File: src/rtl/ife_commit_unit_if.sv
// Bundle of dispatch, completion and commit signals around the IFE commit unit.
// The master side (dispatch stage / bench) drives dispatch and completion
// traffic plus commit_ready; the slave side (the commit unit) returns the
// commit record and the slot status.
interface ife_commit_unit_if #(
    parameter int BLOCK_ID_WIDTH = 8,
    parameter int NUM_CORES      = 4
);
    logic [BLOCK_ID_WIDTH-1:0] disp_block_id;
    logic                      disp_valid_parallel;
    logic [NUM_CORES-1:0]      disp_core;
    logic                      disp_valid_serial;
    logic [NUM_CORES-1:0]      core_done;
    logic                      serial_done;
    logic                      commit_ready;
    logic                      commit_valid;
    logic [BLOCK_ID_WIDTH-1:0] commit_block_id;
    logic                      commit_serial;
    logic [NUM_CORES-1:0]      core_idle_mask;
    logic                      serial_idle;
    logic                      err;

    modport master (
        output disp_block_id, disp_valid_parallel, disp_core, disp_valid_serial,
        output core_done, serial_done, commit_ready,
        input  commit_valid, commit_block_id, commit_serial,
        input  core_idle_mask, serial_idle, err
    );

    modport slave (
        input  disp_block_id, disp_valid_parallel, disp_core, disp_valid_serial,
        input  core_done, serial_done, commit_ready,
        output commit_valid, commit_block_id, commit_serial,
        output core_idle_mask, serial_idle, err
    );
endinterface

File: src/rtl/ife_commit_unit.sv
// In-order retirement stage for IFE blocks. Each core owns one tracking slot
// and the serial path owns one more (the highest slot index). Finished blocks
// wait in their slot until their ID equals the expected ID, then move into a
// single valid/ready commit register. Protocol violations raise a sticky err.
module ife_commit_unit #(
    parameter int BLOCK_ID_WIDTH = 8,
    parameter int NUM_CORES      = 4
) (
    input  logic               clk,
    input  logic               rst,
    ife_commit_unit_if.slave   bus
);
    localparam int NUM_SLOTS   = NUM_CORES + 1;
    localparam int SERIAL_SLOT = NUM_CORES;
    localparam int SEL_WIDTH   = $clog2(NUM_SLOTS);

    // Slot state and commit record
    logic [NUM_SLOTS-1:0]      r_busy;
    logic [NUM_SLOTS-1:0]      r_done;
    logic [BLOCK_ID_WIDTH-1:0] r_id [NUM_SLOTS];
    logic [BLOCK_ID_WIDTH-1:0] r_expectedId;
    logic                      r_commitValid;
    logic [BLOCK_ID_WIDTH-1:0] r_commitBlockId;
    logic                      r_commitSerial;
    logic                      r_err;

    // Dispatch decode
    logic                      w_coreOneHot;
    logic                      w_coreTargetBusy;
    logic                      w_parAccept;
    logic                      w_serAccept;
    logic                      w_dispErr;
    logic [NUM_SLOTS-1:0]      w_dispMask;

    // Completion decode
    logic [NUM_SLOTS-1:0]      w_doneVec;
    logic [NUM_SLOTS-1:0]      w_doneSet;
    logic                      w_doneErr;

    // Selection and load
    logic                      w_match;
    logic                      w_dupErr;
    logic [SEL_WIDTH-1:0]      w_sel;
    logic                      w_load;
    logic [NUM_SLOTS-1:0]      w_clearMask;

    // A dispatch is taken only when exactly one path is requested, the core
    // select names a single core, and the target slot is free; a slot freed
    // by a load on this same edge still counts as busy here.
    assign w_coreOneHot     = $onehot(bus.disp_core);
    assign w_coreTargetBusy = |(bus.disp_core & r_busy[NUM_CORES-1:0]);
    assign w_parAccept      = bus.disp_valid_parallel & ~bus.disp_valid_serial &
                              w_coreOneHot & ~w_coreTargetBusy;
    assign w_serAccept      = bus.disp_valid_serial & ~bus.disp_valid_parallel &
                              ~r_busy[SERIAL_SLOT];
    assign w_dispErr        = (bus.disp_valid_parallel | bus.disp_valid_serial) &
                              ~(w_parAccept | w_serAccept);
    assign w_dispMask       = w_parAccept ? {1'b0, bus.disp_core} :
                              w_serAccept ? {1'b1, {NUM_CORES{1'b0}}} :
                                            {NUM_SLOTS{1'b0}};

    // Completions only matter for busy slots that have not finished yet;
    // a repeat done is harmless, a done on an empty slot is a protocol error.
    assign w_doneVec = {bus.serial_done, bus.core_done};
    assign w_doneSet = w_doneVec & r_busy & ~r_done;
    assign w_doneErr = |(w_doneVec & ~r_busy);

    // Find the lowest finished slot holding the expected ID; any further hit
    // means two in-flight blocks share an ID.
    always_comb begin
        w_match  = 1'b0;
        w_dupErr = 1'b0;
        w_sel    = '0;
        for (int i = 0; i < NUM_SLOTS; i++) begin
            if (r_busy[i] && r_done[i] && (r_id[i] == r_expectedId)) begin
                if (w_match) begin
                    w_dupErr = 1'b1;
                end else begin
                    w_match = 1'b1;
                    w_sel   = SEL_WIDTH'(i);
                end
            end
        end
    end

    assign w_load      = w_match & (~r_commitValid | bus.commit_ready);
    assign w_clearMask = w_load ? (NUM_SLOTS'(1) << w_sel) : {NUM_SLOTS{1'b0}};

    // Slot bookkeeping: dispatch fills a slot, done marks it, a load empties it.
    always_ff @(posedge clk or negedge rst) begin
        if (!rst) begin
            r_busy <= '0;
            r_done <= '0;
            for (int i = 0; i < NUM_SLOTS; i++) begin
                r_id[i] <= '0;
            end
        end else begin
            r_busy <= (r_busy | w_dispMask) & ~w_clearMask;
            r_done <= (r_done | w_doneSet) & ~w_clearMask & ~w_dispMask;
            for (int i = 0; i < NUM_SLOTS; i++) begin
                if (w_dispMask[i]) begin
                    r_id[i] <= bus.disp_block_id;
                end
            end
        end
    end

    // Commit register: load a new record when free or being drained, drop
    // valid after a handshake with nothing behind it, otherwise hold.
    always_ff @(posedge clk or negedge rst) begin
        if (!rst) begin
            r_commitValid   <= 1'b0;
            r_commitBlockId <= '0;
            r_commitSerial  <= 1'b0;
            r_expectedId    <= '0;
        end else if (w_load) begin
            r_commitValid   <= 1'b1;
            r_commitBlockId <= r_id[w_sel];
            r_commitSerial  <= (w_sel == SEL_WIDTH'(SERIAL_SLOT));
            r_expectedId    <= r_expectedId + BLOCK_ID_WIDTH'(1);
        end else if (r_commitValid && bus.commit_ready) begin
            r_commitValid   <= 1'b0;
        end
    end

    // Sticky protocol error, cleared only by reset.
    always_ff @(posedge clk or negedge rst) begin
        if (!rst) begin
            r_err <= 1'b0;
        end else if (w_dispErr || w_doneErr || w_dupErr) begin
            r_err <= 1'b1;
        end
    end

    assign bus.commit_valid    = r_commitValid;
    assign bus.commit_block_id = r_commitBlockId;
    assign bus.commit_serial   = r_commitSerial;
    assign bus.core_idle_mask  = ~r_busy[NUM_CORES-1:0];
    assign bus.serial_idle     = ~r_busy[SERIAL_SLOT];
    assign bus.err             = r_err;
endmodule

File: src/flat_wrapper.sv
// flat-port wrapper written by rule: the top's interface ports become plain ports
module ife_commit_unit_flat 
#(
    parameter int BLOCK_ID_WIDTH = 8,
    parameter int NUM_CORES      = 4
)
  (clk, rst, bus_disp_block_id, bus_disp_valid_parallel, bus_disp_core, bus_disp_valid_serial, bus_core_done, bus_serial_done, bus_commit_ready, bus_commit_valid, bus_commit_block_id, bus_commit_serial, bus_core_idle_mask, bus_serial_idle, bus_err);
  ife_commit_unit_if #(.BLOCK_ID_WIDTH(BLOCK_ID_WIDTH), .NUM_CORES(NUM_CORES)) bus_i ();
  input  logic clk;
  input  logic rst;
  input wire logic [$bits(bus_i.disp_block_id)-1:0] bus_disp_block_id;
  input wire logic [$bits(bus_i.disp_valid_parallel)-1:0] bus_disp_valid_parallel;
  input wire logic [$bits(bus_i.disp_core)-1:0] bus_disp_core;
  input wire logic [$bits(bus_i.disp_valid_serial)-1:0] bus_disp_valid_serial;
  input wire logic [$bits(bus_i.core_done)-1:0] bus_core_done;
  input wire logic [$bits(bus_i.serial_done)-1:0] bus_serial_done;
  input wire logic [$bits(bus_i.commit_ready)-1:0] bus_commit_ready;
  output wire logic [$bits(bus_i.commit_valid)-1:0] bus_commit_valid;
  output wire logic [$bits(bus_i.commit_block_id)-1:0] bus_commit_block_id;
  output wire logic [$bits(bus_i.commit_serial)-1:0] bus_commit_serial;
  output wire logic [$bits(bus_i.core_idle_mask)-1:0] bus_core_idle_mask;
  output wire logic [$bits(bus_i.serial_idle)-1:0] bus_serial_idle;
  output wire logic [$bits(bus_i.err)-1:0] bus_err;
  assign bus_i.disp_block_id = bus_disp_block_id;
  assign bus_i.disp_valid_parallel = bus_disp_valid_parallel;
  assign bus_i.disp_core = bus_disp_core;
  assign bus_i.disp_valid_serial = bus_disp_valid_serial;
  assign bus_i.core_done = bus_core_done;
  assign bus_i.serial_done = bus_serial_done;
  assign bus_i.commit_ready = bus_commit_ready;
  assign bus_commit_valid = bus_i.commit_valid;
  assign bus_commit_block_id = bus_i.commit_block_id;
  assign bus_commit_serial = bus_i.commit_serial;
  assign bus_core_idle_mask = bus_i.core_idle_mask;
  assign bus_serial_idle = bus_i.serial_idle;
  assign bus_err = bus_i.err;
  ife_commit_unit #(.BLOCK_ID_WIDTH(BLOCK_ID_WIDTH), .NUM_CORES(NUM_CORES)) u_core (.clk(clk), .rst(rst), .bus(bus_i));
endmodule
File: config.mk
export PLATFORM = sky130hd
export DESIGN_NAME = ife_commit_unit_flat
export DESIGN_NICKNAME = d
export VERILOG_FILES = /design/src/rtl/ife_commit_unit_if.sv /design/src/rtl/ife_commit_unit.sv /design/src/flat_wrapper.sv
export SDC_FILE = /design/constraint.sdc
export NUM_CORES = 1
export LEC_CHECK = 0
export ABC_AREA = 0
export CORE_MARGIN = 2
export CORE_UTILIZATION = 55
export CTS_CLUSTER_DIAMETER = 120
export DETAILED_ROUTE_END_ITERATION = 10
export GPL_TIMING_DRIVEN = 0
export MAX_ROUTING_LAYER = met4
export PLACE_DENSITY = 0.89
export SYNTH_ARGS = -nofsm -noshare
export SYNTH_HDL_FRONTEND = slang
export SYNTH_SLANG_ARGS = --single-unit
File: constraint.sdc
create_clock -name clk -period 7.8 [get_ports clk]
set_clock_uncertainty 0.15 [all_clocks]
set_input_delay 1.56 -clock clk [delete_from_list [all_inputs] [get_ports clk]]
set_output_delay 1.56 -clock clk [all_outputs]
set_load 0.005 [all_outputs]
Word level (Yosys, flattened, before mapping). Index checks and enable logic that the tools add are counted.

$add $sub $neg: 4. Magnitude comparators: 1. Eq/ne operators: 7. Shift-type cells: 1. Mux-type cells: 29. Bitwise gates (word level): 31. Reduce and logical (&&, ||, !) cells: 16.

Operator list (number): 8-bit == test (5); 5-bit bitwise AND (6); 8-bit binary-select mux with 3-bit select (1); 3-bit 2-to-1 mux (7); 5-bit inverter (4); 1-bit 2-to-1 mux (16); 8-bit 2-to-1 mux (2); 5-bit 2-to-1 mux (3); 1-bit logical AND (11); 5-bit bitwise OR (2); 8-bit by 1-bit adder with 8-bit output, second input constant (1); 1-bit bitwise AND (7); 1-bit inverter (6); 5-bit OR reduction (1); 1-bit by 3-bit << shifter with 5-bit output, first input constant (1); 1-bit by 1-bit adder with 2-bit output (2); 4-bit bitwise AND (1); 4-bit >= comparator, second input constant (1); 3-bit inverter with 4-bit output (1); 4-bit inverter (1); 4-bit OR reduction (1); 3-bit adder (1); 3-bit by 1-bit == test with 1-bit output, second input constant (1); 3-bit == test, second input constant (1); other kinds (3) (6).

Register bits: 69. Output and inout bits: 16. Word-level logic and storage cells: 101.

Depth between registers and ports, before layout.
Depth after elaboration: 16. Mapped depth: 10.

Worst setup path before layout. No wires, ideal clock.

Path kind: input port to flip-flop. Start point: input bus_disp_core[2]. End point: register u_core.r_id[32] (netlist name). Library setup time: 125 ps. Arrival time: 3560 ps. Data required time: 7525 ps. Setup slack: 3965 ps. Stages: 8. Path buffers: 1. Path through: ha_1 ha_1 fa_1 nor4bb_1 and3_1 clkbuf_1 nand2_1 mux2_2.

Longest elaborated chain between the ends: 6. Elaborated cells on any way between the ends: 9.

Ends and longest elaborated chain: start: declaration (RTL line flat_wrapper.sv:13) `input wire logic [$bits(bus_i.disp_core)-1:0] bus_disp_core;`; 1-bit by 1-bit adder with 2-bit output (not written as such) (RTL line ife_commit_unit.sv:50) `assign w_coreOneHot = $onehot(bus.disp_core);`; 3-bit adder (not written as such) (RTL line ife_commit_unit.sv:50); 3-bit by 1-bit == test with 1-bit output (RTL line ife_commit_unit.sv:50); 1-bit bitwise AND (RTL line ife_commit_unit.sv:52) `assign w_parAccept = bus.disp_valid_parallel & ~bus.disp_valid_serial &`; 1-bit bitwise AND (*) (RTL line ife_commit_unit.sv:53) `w_coreOneHot & ~w_coreTargetBusy;`; 5-bit 2-to-1 mux (*) (RTL line ife_commit_unit.sv:58) `assign w_dispMask = w_parAccept ? {1'b0, bus.disp_core} :`; end signal: indexed assignment (RTL line ife_commit_unit.sv:102) `r_id[i] <= bus.disp_block_id;`; end: declaration (RTL line ife_commit_unit.sv:20) `logic [BLOCK_ID_WIDTH-1:0] r_id [NUM_SLOTS];`.

Mark *: on every way between the ends. The rest lies on a longest branch, timed or not. A chain may end at the register's enable or synchronous reset.

Worst setup path after layout.
Start point: input bus_disp_core[3]. End point: register u_core.r_id[37] (netlist name).

Same word-level chain as after synthesis.

==> results.cfg <==
[place]
gp_congestion = 1.00
hpwl_mm = 6.83
port_buffers = 37
postPlaceCellArea_mm2 = 0.00421

[clock_tree]
path_clk_slew_ns = 0.07
clk_path_buf_depth = 2
cts.sinks = 69
numCtsBuffers = 9
h-tree-depth = 3
cts_tree = done
ctsResizeCount = 0
clk_latency_ns = 0.36
cts.root.buffer_cell = clkbuf_8
cts-hold-fix-buffers = 0
postCtsSetupRepairBufs = 0

[routing]
wl_mm = 9.71
wire_per_inst_um = 19.4
drc = 0
ant_nets = 0
drtIter0Drc = 308
vias_per_cell = 6.18
vias = 3104
dr.pass1.iters = 5

[grt]
antenna_found_initial = 0
grt_start_max_net_pins = 70
track_usage = 0.284
grt.overflow.total = 0
grt_pass1_wl_mm = 15.6
first_global_vias = 3191

[sta]
hold_violations = 0
max_freq_ghz = 0.228
setup_viol = 0
tightestPinTransition_ns = 1.08
drv_slew = 0
max-slew-margin-rel = 0.272
fin_crit_sh = 0.563
final.min_clock_period_ns = 4.39
tns_ns = 0
rsz0062_at_grt = false

[power_and_ir_drop]
power_density_mw_per_mm2 = 345
total_leakage_power_nw = 1.92
ir_drop_v = 0.000216

[yosys]
ys_seq_area_frac = 0.461
synth.most_common_cell = nand2_1
netlist_instances = 369
synth_edf_count = 0
ys_top_cells_by_count = 71 x nand2_1, 69 x dfrtp_1, 38 x xnor2_1
netlist_area_mm2 = 0.00374
synthFlopType = dfrtp_1
synth_seq_cells = 69
yosysWarningCount = 0
avgSynthCellArea_um2 = 10.1
synth.top_cell.area_share = 0.461
syn_nets = 396
synth_area_leaders = dfrtp_1 46%, xnor2_1 8.9%, mux2_2 7.8%
synth_top_area_cell = dfrtp_1
ys_types = 51
async_reset_ff_frac = 1.00

[setup_path]
ff2ff_setup_slack_ns = 4.55
path_max_fanout = 10
worst_r2r_endpoint = u_core.bus.commit_block_id[5]$_DFFE_PN0P_
worstPathArrival_ns = 4.48
crit_chain = clkdlybuf4s50_1 -> ha_1 -> ha_1 -> fa_1 -> nor4bb_1 -> and3_1 -> clkbuf_1 -> nand2_1 -> mux2_2
critPathRequiredTime_ns = 7.89
crit_type = in -> reg
setup.worst_path.start_class = input pin
crit_top_cell = ha_1
max_stage_delay_ns = 0.56
rr_worst_depth = 9
end_kind = register
worstReg2RegStart = u_core.r_expectedId[3]$_DFFE_PN0P_
cpMaxStageDelayCell = clkdlybuf4s50_1

[final_layout]
fill_cells = 541
areaGrowthSynthToFinish_pct = 18.2
register_area_mm2 = 0.00173
multi_input_area_mm2 = 0.00185
nets = 444
num_antenna_cells = 0
drive_gt1_frac = 0.156
finalInstanceArea_mm2 = 0.00443

[floorplanning]
start_util = 0.560
rows = 30
core_area_mm2 = 0.00668
die_area_mm2 = 0.00748
die_w_um = 86.5
die_h_um = 86.5
io_pins = 38

[job]
maxCapViolCount = 0

[hold_path]
min-delay-start = u_core.bus.commit_serial$_DFFE_PN0P_
whs_path_depth = 1
min_to = u_core.bus.commit_serial$_DFFE_PN0P_
min_path_type = reg -> reg

[status]
status = complete, no violations
metrics by stage:
step                      cells  hold slack, ns  setup WS, ns  utilization  power (W)
after floorplan             369           0.324          3.96            -   0.000978
after global placement      486           0.316          2.82        0.631    0.00117
after detailed placement    486           0.321          3.06        0.630    0.00119
after CTS                   502           0.337          3.43        0.663    0.00152
after global routing        502           0.354          3.25        0.663    0.00161
final                       502           0.331          3.41        0.663    0.00153
worst max-delay path by stage:
stage	start	to	slack, ns	depth (start not counted)
floorplan	bus_disp_core[2]	u_core.r_id[32]$_DFFE_PN0P_	3.96	8
global placement	rst	u_core.r_id[2]$_DFFE_PN0P_	2.82	1
detailed placement	bus_disp_core[3]	u_core.r_id[38]$_DFFE_PN0P_	3.06	9
CTS	bus_disp_core[3]	u_core.r_id[37]$_DFFE_PN0P_	3.43	9
global route	bus_disp_core[3]	u_core.r_id[33]$_DFFE_PN0P_	3.25	9
finish	bus_disp_core[3]	u_core.r_id[37]$_DFFE_PN0P_	3.41	9
worst max-delay path, delay by kind of cell:
| family | cells | cell delay [ns] |
|---|---|---|
| multiplexers | 1 | 0.39 |
| adder cells (fa/ha/maj) | 3 | 0.91 |
| buffers and inverters | 2 | 0.79 |
| AND/OR/NAND/NOR | 3 | 0.82 |
layer usage:
metal	wire length [um]	global-route usage
met1	4100	0.351
met2	4460	0.436
met3	671	0.0657
met4	478	0.145
met5	0	-
final cells by class:
type                    instances  share of cell area
multi-input cells             272               0.418
repair buffers                 37              0.0831
clock buffers                  10              0.0288
inverters                       9             0.00763
well taps                      80              0.0226
flip-flops and latches         69               0.390
clock inverters                 6              0.0198
plain buffers                  19              0.0297
layout by cell type, fill, tap and decap left out, drive strengths merged, types with 4 or more instances in the layout:
cell type,count
mux2,26
clkbuf,16
nor3,9
clkdlybuf4s50,36
inv,7
xnor2,38
and3,6
nor4,5
nor2,14
ha,4
dfrtp,69
buf,14
a22oi,7
o21ai,8
a21oi,20
a31oi,8
nand4,6
clkinv,6
xor2,8
nand3,9
nand2,71
sequential cells by signal, indices dropped and copies added (netlist names):
signal,flops
u_core.bus.commit_block_id,8
u_core.bus.commit_serial,1
u_core.bus.commit_valid,1
u_core.bus.err,1
u_core.r_busy,5
u_core.r_done,5
u_core.r_expectedId,8
u_core.r_id,40
report_power, final:
group / internal (W) / switching, W / total (W)
sequential: 0.000480 / 0.000114 / 0.000594
clock: 0.000180 / 0.000137 / 0.000317
combinational: 0.000301 / 0.000316 / 0.000617
cell families (layout without fill, tap and decap cells):
family / after synthesis / in the layout / synth area share
AO/OA/AOI/OAI: 60 / 60 / 0.110
multiplexers: 26 / 26 / 0.0782
XOR/XNOR: 46 / 46 / 0.108
AND/OR/NAND/NOR: 134 / 134 / 0.177
adder cells (fa/ha/maj): 6 / 6 / 0.0214
buffers and inverters: 28 / 81 / 0.0441
flip-flops: 69 / 69 / 0.461
Power figures use the tool's default switching activity.
